File: config.mk
export PLATFORM = sky130hd
export DESIGN_NAME = branch_predictor
export DESIGN_NICKNAME = d
export VERILOG_FILES = /design/src/rtl/branch_predictor.sv
export SDC_FILE = /design/constraint.sdc
export NUM_CORES = 1
export LEC_CHECK = 0
export BUFFER_PORTS_ARGS = -buffer_cell sky130_fd_sc_hd__buf_2
export CORE_MARGIN = 1
export CORE_UTILIZATION = 55
export DETAILED_ROUTE_END_ITERATION = 6
export PLACE_DENSITY = 0.8
export SKIP_LAST_GASP = 1
export SLEW_MARGIN = 40
export SYNTH_ARGS = -nofsm -noshare
export SYNTH_HDL_FRONTEND = slang
export SYNTH_SLANG_ARGS = --single-unit
File: constraint.sdc
create_clock -name clk -period 3.32 [get_ports clk]
set_input_delay 0.332 -clock clk [delete_from_list [all_inputs] [get_ports clk]]
set_output_delay 0.332 -clock clk [all_outputs]
set_load 0.02 [all_outputs]
File: src/rtl/branch_predictor.sv
`default_nettype none
// ============================================================================
// Module      : branch_predictor
// Description : Dynamic branch predictor and misprediction-recovery unit.
//               A direct-mapped table of 2-bit saturating counters, indexed
//               by PC bits [IDX_BITS+1:2], predicts conditional branches in
//               IF. Resolutions from EX train the table, flag mispredicts,
//               supply the restore PC and drive branch/mispredict statistics.
// Revision    : 1.0 - initial release
// ----------------------------------------------------------------------------
// Parameters
//   IDX_BITS      table index width (table holds 2**IDX_BITS counters)
//   RESET_CTR     counter value loaded into every entry on reset
// Ports
//   clk           in   1   core clock, rising-edge active
//   rst_n         in   1   synchronous active-low reset
//   if_pc         in   32  PC of the instruction in IF
//   if_inst       in   32  instruction word in IF
//   br_pred_taken out  1   predict taken for the IF instruction
//   ex_valid      in   1   conditional branch resolving in EX
//   ex_pc         in   32  PC of the resolving branch
//   ex_taken      in   1   actual outcome
//   ex_pred_taken in   1   prediction carried down from IF
//   ex_target     in   32  computed branch target
//   mispredict    out  1   outcome disagrees with prediction
//   restore_addr  out  32  correct next PC after a mispredict
//   br_cnt        out  32  resolved-branch count
//   mis_cnt       out  32  mispredicted-branch count
// ============================================================================
module branch_predictor #(
    parameter int         IDX_BITS  = 6,
    parameter logic [1:0] RESET_CTR = 2'b01
) (
    input  logic        clk,
    input  logic        rst_n,
    input  logic [31:0] if_pc,
    input  logic [31:0] if_inst,
    output logic        br_pred_taken,
    input  logic        ex_valid,
    input  logic [31:0] ex_pc,
    input  logic        ex_taken,
    input  logic        ex_pred_taken,
    input  logic [31:0] ex_target,
    output logic        mispredict,
    output logic [31:0] restore_addr,
    output logic [31:0] br_cnt,
    output logic [31:0] mis_cnt
);

    localparam int         c_NUM_ENTRIES = 1 << IDX_BITS;
    localparam logic [6:0] c_OP_BRANCH   = 7'b1100011;
    localparam logic [1:0] c_CTR_MAX     = 2'b11;
    localparam logic [1:0] c_CTR_MIN     = 2'b00;

    // ------------------------------------------------------------------------
    // State
    // ------------------------------------------------------------------------
    logic [1:0]          r_ctr_q [c_NUM_ENTRIES];
    logic [1:0]          w_ctr_d [c_NUM_ENTRIES];
    logic [31:0]         r_br_cnt_q;
    logic [31:0]         w_br_cnt_d;
    logic [31:0]         r_mis_cnt_q;
    logic [31:0]         w_mis_cnt_d;

    // ------------------------------------------------------------------------
    // Combinational helpers
    // ------------------------------------------------------------------------
    logic [IDX_BITS-1:0] w_lookup_idx;
    logic [IDX_BITS-1:0] w_upd_idx;
    logic [1:0]          w_lookup_ctr;
    logic [1:0]          w_upd_ctr;
    logic [1:0]          w_upd_ctr_next;
    logic                w_is_br;
    logic                w_mispredict;

    // PC bits outside the index and the non-opcode instruction bits do not
    // participate in prediction; they are collected here so they are visibly
    // consumed.
    logic                w_unused_bits;
    assign w_unused_bits = ^{if_pc[31:IDX_BITS+2], if_pc[1:0],
                             if_inst[31:7], ex_pc[1:0]};

    assign w_lookup_idx = if_pc[IDX_BITS+1:2];
    assign w_upd_idx    = ex_pc[IDX_BITS+1:2];
    assign w_is_br      = (if_inst[6:0] == c_OP_BRANCH);

    // Lookup reads the registered table directly: a same-cycle update to the
    // same index is not bypassed, so the prediction sees the old counter.
    assign w_lookup_ctr = r_ctr_q[w_lookup_idx];
    assign w_upd_ctr    = r_ctr_q[w_upd_idx];

    assign w_mispredict = rst_n & ex_valid & (ex_taken != ex_pred_taken);

    // Prediction is suppressed during a mispredict so the restore path takes
    // priority in the PC register's select logic.
    assign br_pred_taken = rst_n & w_is_br & w_lookup_ctr[1] & ~w_mispredict;
    assign mispredict    = w_mispredict;

    // Fall-through address wraps naturally in 32 bits.
    assign restore_addr  = ex_taken ? ex_target : (ex_pc + 32'd4);

    assign br_cnt        = r_br_cnt_q;
    assign mis_cnt       = r_mis_cnt_q;

    // ------------------------------------------------------------------------
    // Next-state: counter training and statistics
    // ------------------------------------------------------------------------
    always_comb begin
        w_upd_ctr_next = w_upd_ctr;
        if (ex_taken) begin
            if (w_upd_ctr != c_CTR_MAX) begin
                w_upd_ctr_next = w_upd_ctr + 2'd1;
            end
        end else begin
            if (w_upd_ctr != c_CTR_MIN) begin
                w_upd_ctr_next = w_upd_ctr - 2'd1;
            end
        end
    end

    always_comb begin
        w_ctr_d = r_ctr_q;
        if (ex_valid) begin
            w_ctr_d[w_upd_idx] = w_upd_ctr_next;
        end
    end

    always_comb begin
        w_br_cnt_d  = r_br_cnt_q;
        w_mis_cnt_d = r_mis_cnt_q;
        if (ex_valid) begin
            w_br_cnt_d = r_br_cnt_q + 32'd1;
        end
        if (w_mispredict) begin
            w_mis_cnt_d = r_mis_cnt_q + 32'd1;
        end
    end

    // ------------------------------------------------------------------------
    // Registers; reset overrides any resolution presented in the same cycle.
    // ------------------------------------------------------------------------
    always_ff @(posedge clk) begin
        if (!rst_n) begin
            for (int i = 0; i < c_NUM_ENTRIES; i++) begin
                r_ctr_q[i] <= RESET_CTR;
            end
            r_br_cnt_q  <= 32'd0;
            r_mis_cnt_q <= 32'd0;
        end else begin
            r_ctr_q     <= w_ctr_d;
            r_br_cnt_q  <= w_br_cnt_d;
            r_mis_cnt_q <= w_mis_cnt_d;
        end
    end

endmodule
`default_nettype wire

==> report_table.html <==
<table>
<tr><th>Metric</th><th>Value</th></tr>
<tr><th colspan="2">Run</th></tr>
<tr><td>Count of max-cap constraint violations</td><td>0</td></tr>
<tr><th colspan="2">Synth</th></tr>
<tr><td>Register area share after synthesis</td><td>35.8%</td></tr>
<tr><td>Summed instance area of the synthesized netlist</td><td>10700 um^2</td></tr>
<tr><td>Most frequently used flop master after synthesis</td><td>dfxtp_1</td></tr>
<tr><td>Post-synthesis instance total</td><td>1200</td></tr>
<tr><td>Library cells used by synthesis</td><td>59</td></tr>
<tr><td>Yosys synthesis warning count</td><td>0</td></tr>
<tr><td>Synth Register Bits</td><td>192</td></tr>
<tr><td>Mapped Nets</td><td>1336</td></tr>
<tr><td>EDFF count, synth</td><td>0</td></tr>
<tr><td>Async set or reset register ratio after synthesis</td><td>0%</td></tr>
<tr><td>Synth Area per Inst</td><td>roughly 8.9 um^2</td></tr>
<tr><th colspan="2">CTS</th></tr>
<tr><td>Master cell of the clock root buffer</td><td>clkbuf_16</td></tr>
<tr><td>Post-cts resize count</td><td>0</td></tr>
<tr><td>Clock-pin slew on the worst setup and hold paths</td><td>0.07 ns</td></tr>
<tr><td>TritonCTS Buffers</td><td>17</td></tr>
<tr><td>Clk Latency, worst-skew pair</td><td>roughly 0.44 ns</td></tr>
<tr><td>Buffers from clock root to sink, at most</td><td>2</td></tr>
<tr><td>Num Clock Sinks</td><td>192</td></tr>
<tr><td>Count of buffers added by post-CTS timing repair for setup</td><td>0</td></tr>
<tr><td>H-Tree Depth</td><td>4</td></tr>
<tr><td>Hold buffers post-CTS</td><td>0</td></tr>
<tr><td>CTS tree</td><td>built</td></tr>
<tr><th colspan="2">Floorplanning</th></tr>
<tr><td>Die width</td><td>142 um</td></tr>
<tr><td>Count of boundary I/O pins</td><td>231</td></tr>
<tr><td>Area of the core</td><td>18900 um^2</td></tr>
<tr><td>Initial cell density of the core</td><td>56.8%</td></tr>
<tr><td>Die ar.</td><td>20100 um^2</td></tr>
<tr><td>Row Count</td><td>50</td></tr>
<tr><td>Vertical die dimension</td><td>142 um</td></tr>
<tr><th colspan="2">STA</th></tr>
<tr><td>Number of setup violations in the final report</td><td>0</td></tr>
<tr><td>Min Clock Period, post-route</td><td>slightly above 3 ns</td></tr>
<tr><td>Final Hold Viols</td><td>0</td></tr>
<tr><td>RSZ-0062 raised after global routing</td><td>false</td></tr>
<tr><td>Fmax</td><td>around 0.32 GHz</td></tr>
<tr><td>Max Slew Vio Count</td><td>0</td></tr>
<tr><td>Final setup TNS</td><td>0 ns</td></tr>
<tr><td>Tightest Pin Transition</td><td>0.760 ns</td></tr>
<tr><td>Max transition margin</td><td>between 40% and 50%</td></tr>
<tr><td>Fraction of the cycle the final worst path needs</td><td>93.6%</td></tr>
<tr><td>Worst clock skew on the final layout</td><td>0.0107 ns</td></tr>
<tr><th colspan="2">Cells and area</th></tr>
<tr><td>FF+latch area</td><td>between 3000 and 4000 um^2</td></tr>
<tr><td>Area Growth Syn to Fin</td><td>15.9%</td></tr>
<tr><td>Post-layout nets</td><td>between 1k and 1.5k</td></tr>
<tr><td>Area taken by multi-input logic gates</td><td>about 6400 um^2</td></tr>
<tr><td>Post-route insts no fill</td><td>1619</td></tr>
<tr><td>Share of post-route cells with drive strength above 1</td><td>approximately a quarter</td></tr>
<tr><td>Number of fill cells</td><td>1533</td></tr>
<tr><td>Core utilization of the finished layout</td><td>around 66%</td></tr>
<tr><th colspan="2">Global route</th></tr>
<tr><td>Maximum number of pins on one net before global-route repair</td><td>roughly 190</td></tr>
<tr><td>Vias in the first global route</td><td>8865</td></tr>
<tr><td>Wire length of the first global-routing pass</td><td>45.4 mm</td></tr>
<tr><td>Total GRT Usage</td><td>28.9%</td></tr>
<tr><td>Initial antenna violation count</td><td>4</td></tr>
<tr><td>Congestion Overflow GR</td><td>0</td></tr>
<tr><th colspan="2">Power and ir drop</th></tr>
<tr><td>Share of total power in sequential cells</td><td>between 40% and 50%</td></tr>
<tr><td>Clock Power Share</td><td>40.6%</td></tr>
<tr><td>Net Sw Power</td><td>0.00140 W</td></tr>
<tr><td>Reported leakage power</td><td>4.52 nW</td></tr>
<tr><td>Pint</td><td>around 0.0036 W</td></tr>
<tr><td>Power density over cell area</td><td>approximately 400 nW/um^2</td></tr>
<tr><td>Maximum vdd ir drop</td><td>~0.00037 V</td></tr>
<tr><td>Switching share of power</td><td>about 28%</td></tr>
<tr><td>Fraction of power consumed by combinational cells</td><td>12.8%</td></tr>
<tr><th colspan="2">Outcome</th></tr>
<tr><td>Status</td><td>finished clean</td></tr>
<tr><th colspan="2">Setup path</th></tr>
<tr><td>R2r worst-path depth</td><td>8</td></tr>
<tr><td>Worst reg2reg startpoint</td><td>r_ctr_q[69]</td></tr>
<tr><td>Biggest fanout along the worst timing path</td><td>12</td></tr>
<tr><td>CP Launch Type</td><td>primary input</td></tr>
<tr><td>Required time of the worst setup path</td><td>~3.0 ns</td></tr>
<tr><td>Startpoint of the worst setup timing path</td><td>ex_pc[2]</td></tr>
<tr><td>Crit Path Class</td><td>primary input to output pin</td></tr>
<tr><td>Type of element capturing the critical path</td><td>output pin</td></tr>
<tr><td>Crit path DAT</td><td>around 2.8 ns</td></tr>
<tr><th colspan="2">Routing</th></tr>
<tr><td>Routed WL per cell</td><td>roughly 18 um</td></tr>
<tr><td>Antenna-violating nets left</td><td>0</td></tr>
<tr><td>Total routed wirelength</td><td>29.6 mm</td></tr>
<tr><td>Detailed-route DRC error count</td><td>0</td></tr>
<tr><td>DR vias</td><td>9733</td></tr>
<tr><td>DR vias/cell</td><td>6.01</td></tr>
<tr><td>Total iterations of the first detailed-routing run</td><td>7</td></tr>
<tr><td>Starting DRC count in detailed routing</td><td>1031</td></tr>
<tr><th colspan="2">Placed design</th></tr>
<tr><td>Final weighted congestion in routability-driven placement</td><td>0.907</td></tr>
<tr><td>Count of buffers from port buffering</td><td>179</td></tr>
<tr><td>Estimated wirelength of the detail-placed design</td><td>20.5 mm</td></tr>
<tr><td>Placed cell count</td><td>between 1.5k and 2k</td></tr>
<tr><th colspan="2">Worst hold path</th></tr>
<tr><td>Cells on Worst Hold Path</td><td>2</td></tr>
<tr><td>Launch instance of the worst min-delay path</td><td>rst_n</td></tr>
<tr><td>Type of the most critical hold path</td><td>primary input to flop</td></tr>
</table>
==> cell families (layout without fill, tap and decap cells) <==
kind of cell / after synthesis / in the layout / synth area share, %
simple gates: 535 / 535 / 25.4
fa+ha+maj: 5 / 5 / 0.548
flops: 192 / 192 / 35.8
mux: 70 / 70 / 10.7
buf+inv: 97 / 252 / 4.69
xor+xnor: 83 / 83 / 6.78
other cells: 0 / 4 / 0
compound gates: 218 / 218 / 16.1
==> placed cells by master, fill, tap and decap left out, types with 24 or more instances in the layout <==
| master | synthesis | routed |
|---|---|---|
| o22ai_1 | 62 | 62 |
| nand2_1 | 194 | 194 |
| nand3_1 | 35 | 35 |
| nor2_1 | 88 | 88 |
| dfxtp_1 | 192 | 192 |
| buf_2 | 7 | 178 |
| nand4_1 | 25 | 25 |
| mux4_2 | 34 | 34 |
| xnor2_1 | 56 | 56 |
| o21ai_0 | 40 | 40 |
| xor2_1 | 27 | 27 |
| a31oi_1 | 45 | 45 |
| nor3b_1 | 67 | 67 |
| and2_1 | 62 | 62 |
| buf_4 | 11 | 24 |
==> synth_stat cells (4+ instances only) <==
library cell,n,area (um^2)
nand2_1,194,728
dfxtp_1,192,3840
nor2_1,88,330
nor3b_1,67,503
and2_1,62,388
o22ai_1,62,388
clkbuf_1,56,210
xnor2_1,56,490
a31oi_1,45,282
o21ai_0,40,200
nand3_1,35,175
mux4_2,34,766
xor2_1,27,236
nand4_1,25,156
a31oi_4,20,425
mux2i_1,20,200
mux2_2,16,180
and3_1,13,81.3
nor2b_1,13,81.3
a22oi_1,11,82.6
and4_1,11,96.3
buf_4,11,82.6
or3_1,11,68.8
inv_1,9,33.8
a21boi_0,8,60.1
buf_2,7,35.0
buf_6,6,67.6
a21oi_1,5,25.0
buf_1,5,18.8
nor3_1,4,20.0
o211ai_1,4,30.0
==> layout make-up <==
class,instances,share of cell area (%)
antenna,4,0.0805
clock buffer,17,3.42
clock inverter,14,1.24
inverter,9,0.272
multi-input combinational,911,51.4
sequential,192,30.9
tap,260,2.62
timing repair buffer,212,10.1
==> path summary, 6_finish.rpt <==
kind	to	slack [ns]
worst max-delay path	restore_addr[29]	0.21
worst min register to register	r_ctr_q[15]	0.49
worst min-delay path	mis_cnt[30]	0.22
worst max register to register	r_ctr_q[100]	0.58
==> per-stage QoR <==
| stage | setup slack, ns | hold slack [ns] | total power (W) | area (um^2) |
|---|---|---|---|---|
| after detailed placement | 0.160 | 0.476 | 0.00300 | 11800 |
| final | 0.212 | 0.223 | 0.00499 | 12400 |
| after CTS | 0.212 | 0.218 | 0.00500 | 12400 |
| after global routing | 0.0562 | 0.213 | 0.00515 | 12400 |
| after floorplan | 0.448 | 0.453 | 0.00279 | 10700 |
| after global placement | 0.255 | 0.466 | 0.00300 | 11800 |
==> sequential cells by signal, indices dropped and copies added, names as in the netlist <==
signal and flops:
r_ctr_q 128, br_cnt 32, mis_cnt 32
==> layer usage <==
| layer | track usage, % | part of all wire [%] | routed length [um] |
|---|---|---|---|
| met4 | 16.8 | 4.1 | 1220 |
| met5 | 0 | 0 | 0 |
| met2 | 45.8 | 47 | 13800 |
| met1 | 36.4 | 41 | 12000 |
| met3 | 6.24 | 8.6 | 2540 |
==> power by group through the flow <==
stage / clock network, W / logic (W) / registers (W)
2_1_floorplan: 0 / 0.000414 / 0.00238
3_3_place_gp: 0 / 0.000622 / 0.00238
3_5_place_dp: 0 / 0.000626 / 0.00238
4_1_cts: 0.00205 / 0.000630 / 0.00232
5_1_grt: 0.00215 / 0.000671 / 0.00232
6_report: 0.00203 / 0.000640 / 0.00232
==> critical path, cell delays in order <==
cell and delay [ns]:
buf_2 0.35, buf_12 0.21, buf_4 0.16, and3_1 0.18
nand4_1 0.17, nor3_1 0.40, and4_1 0.32, nand3_1 0.10
xor2_1 0.14, o21ai_0 0.20, buf_2 0.21
Note: power is estimated with default switching activity, not from simulation.
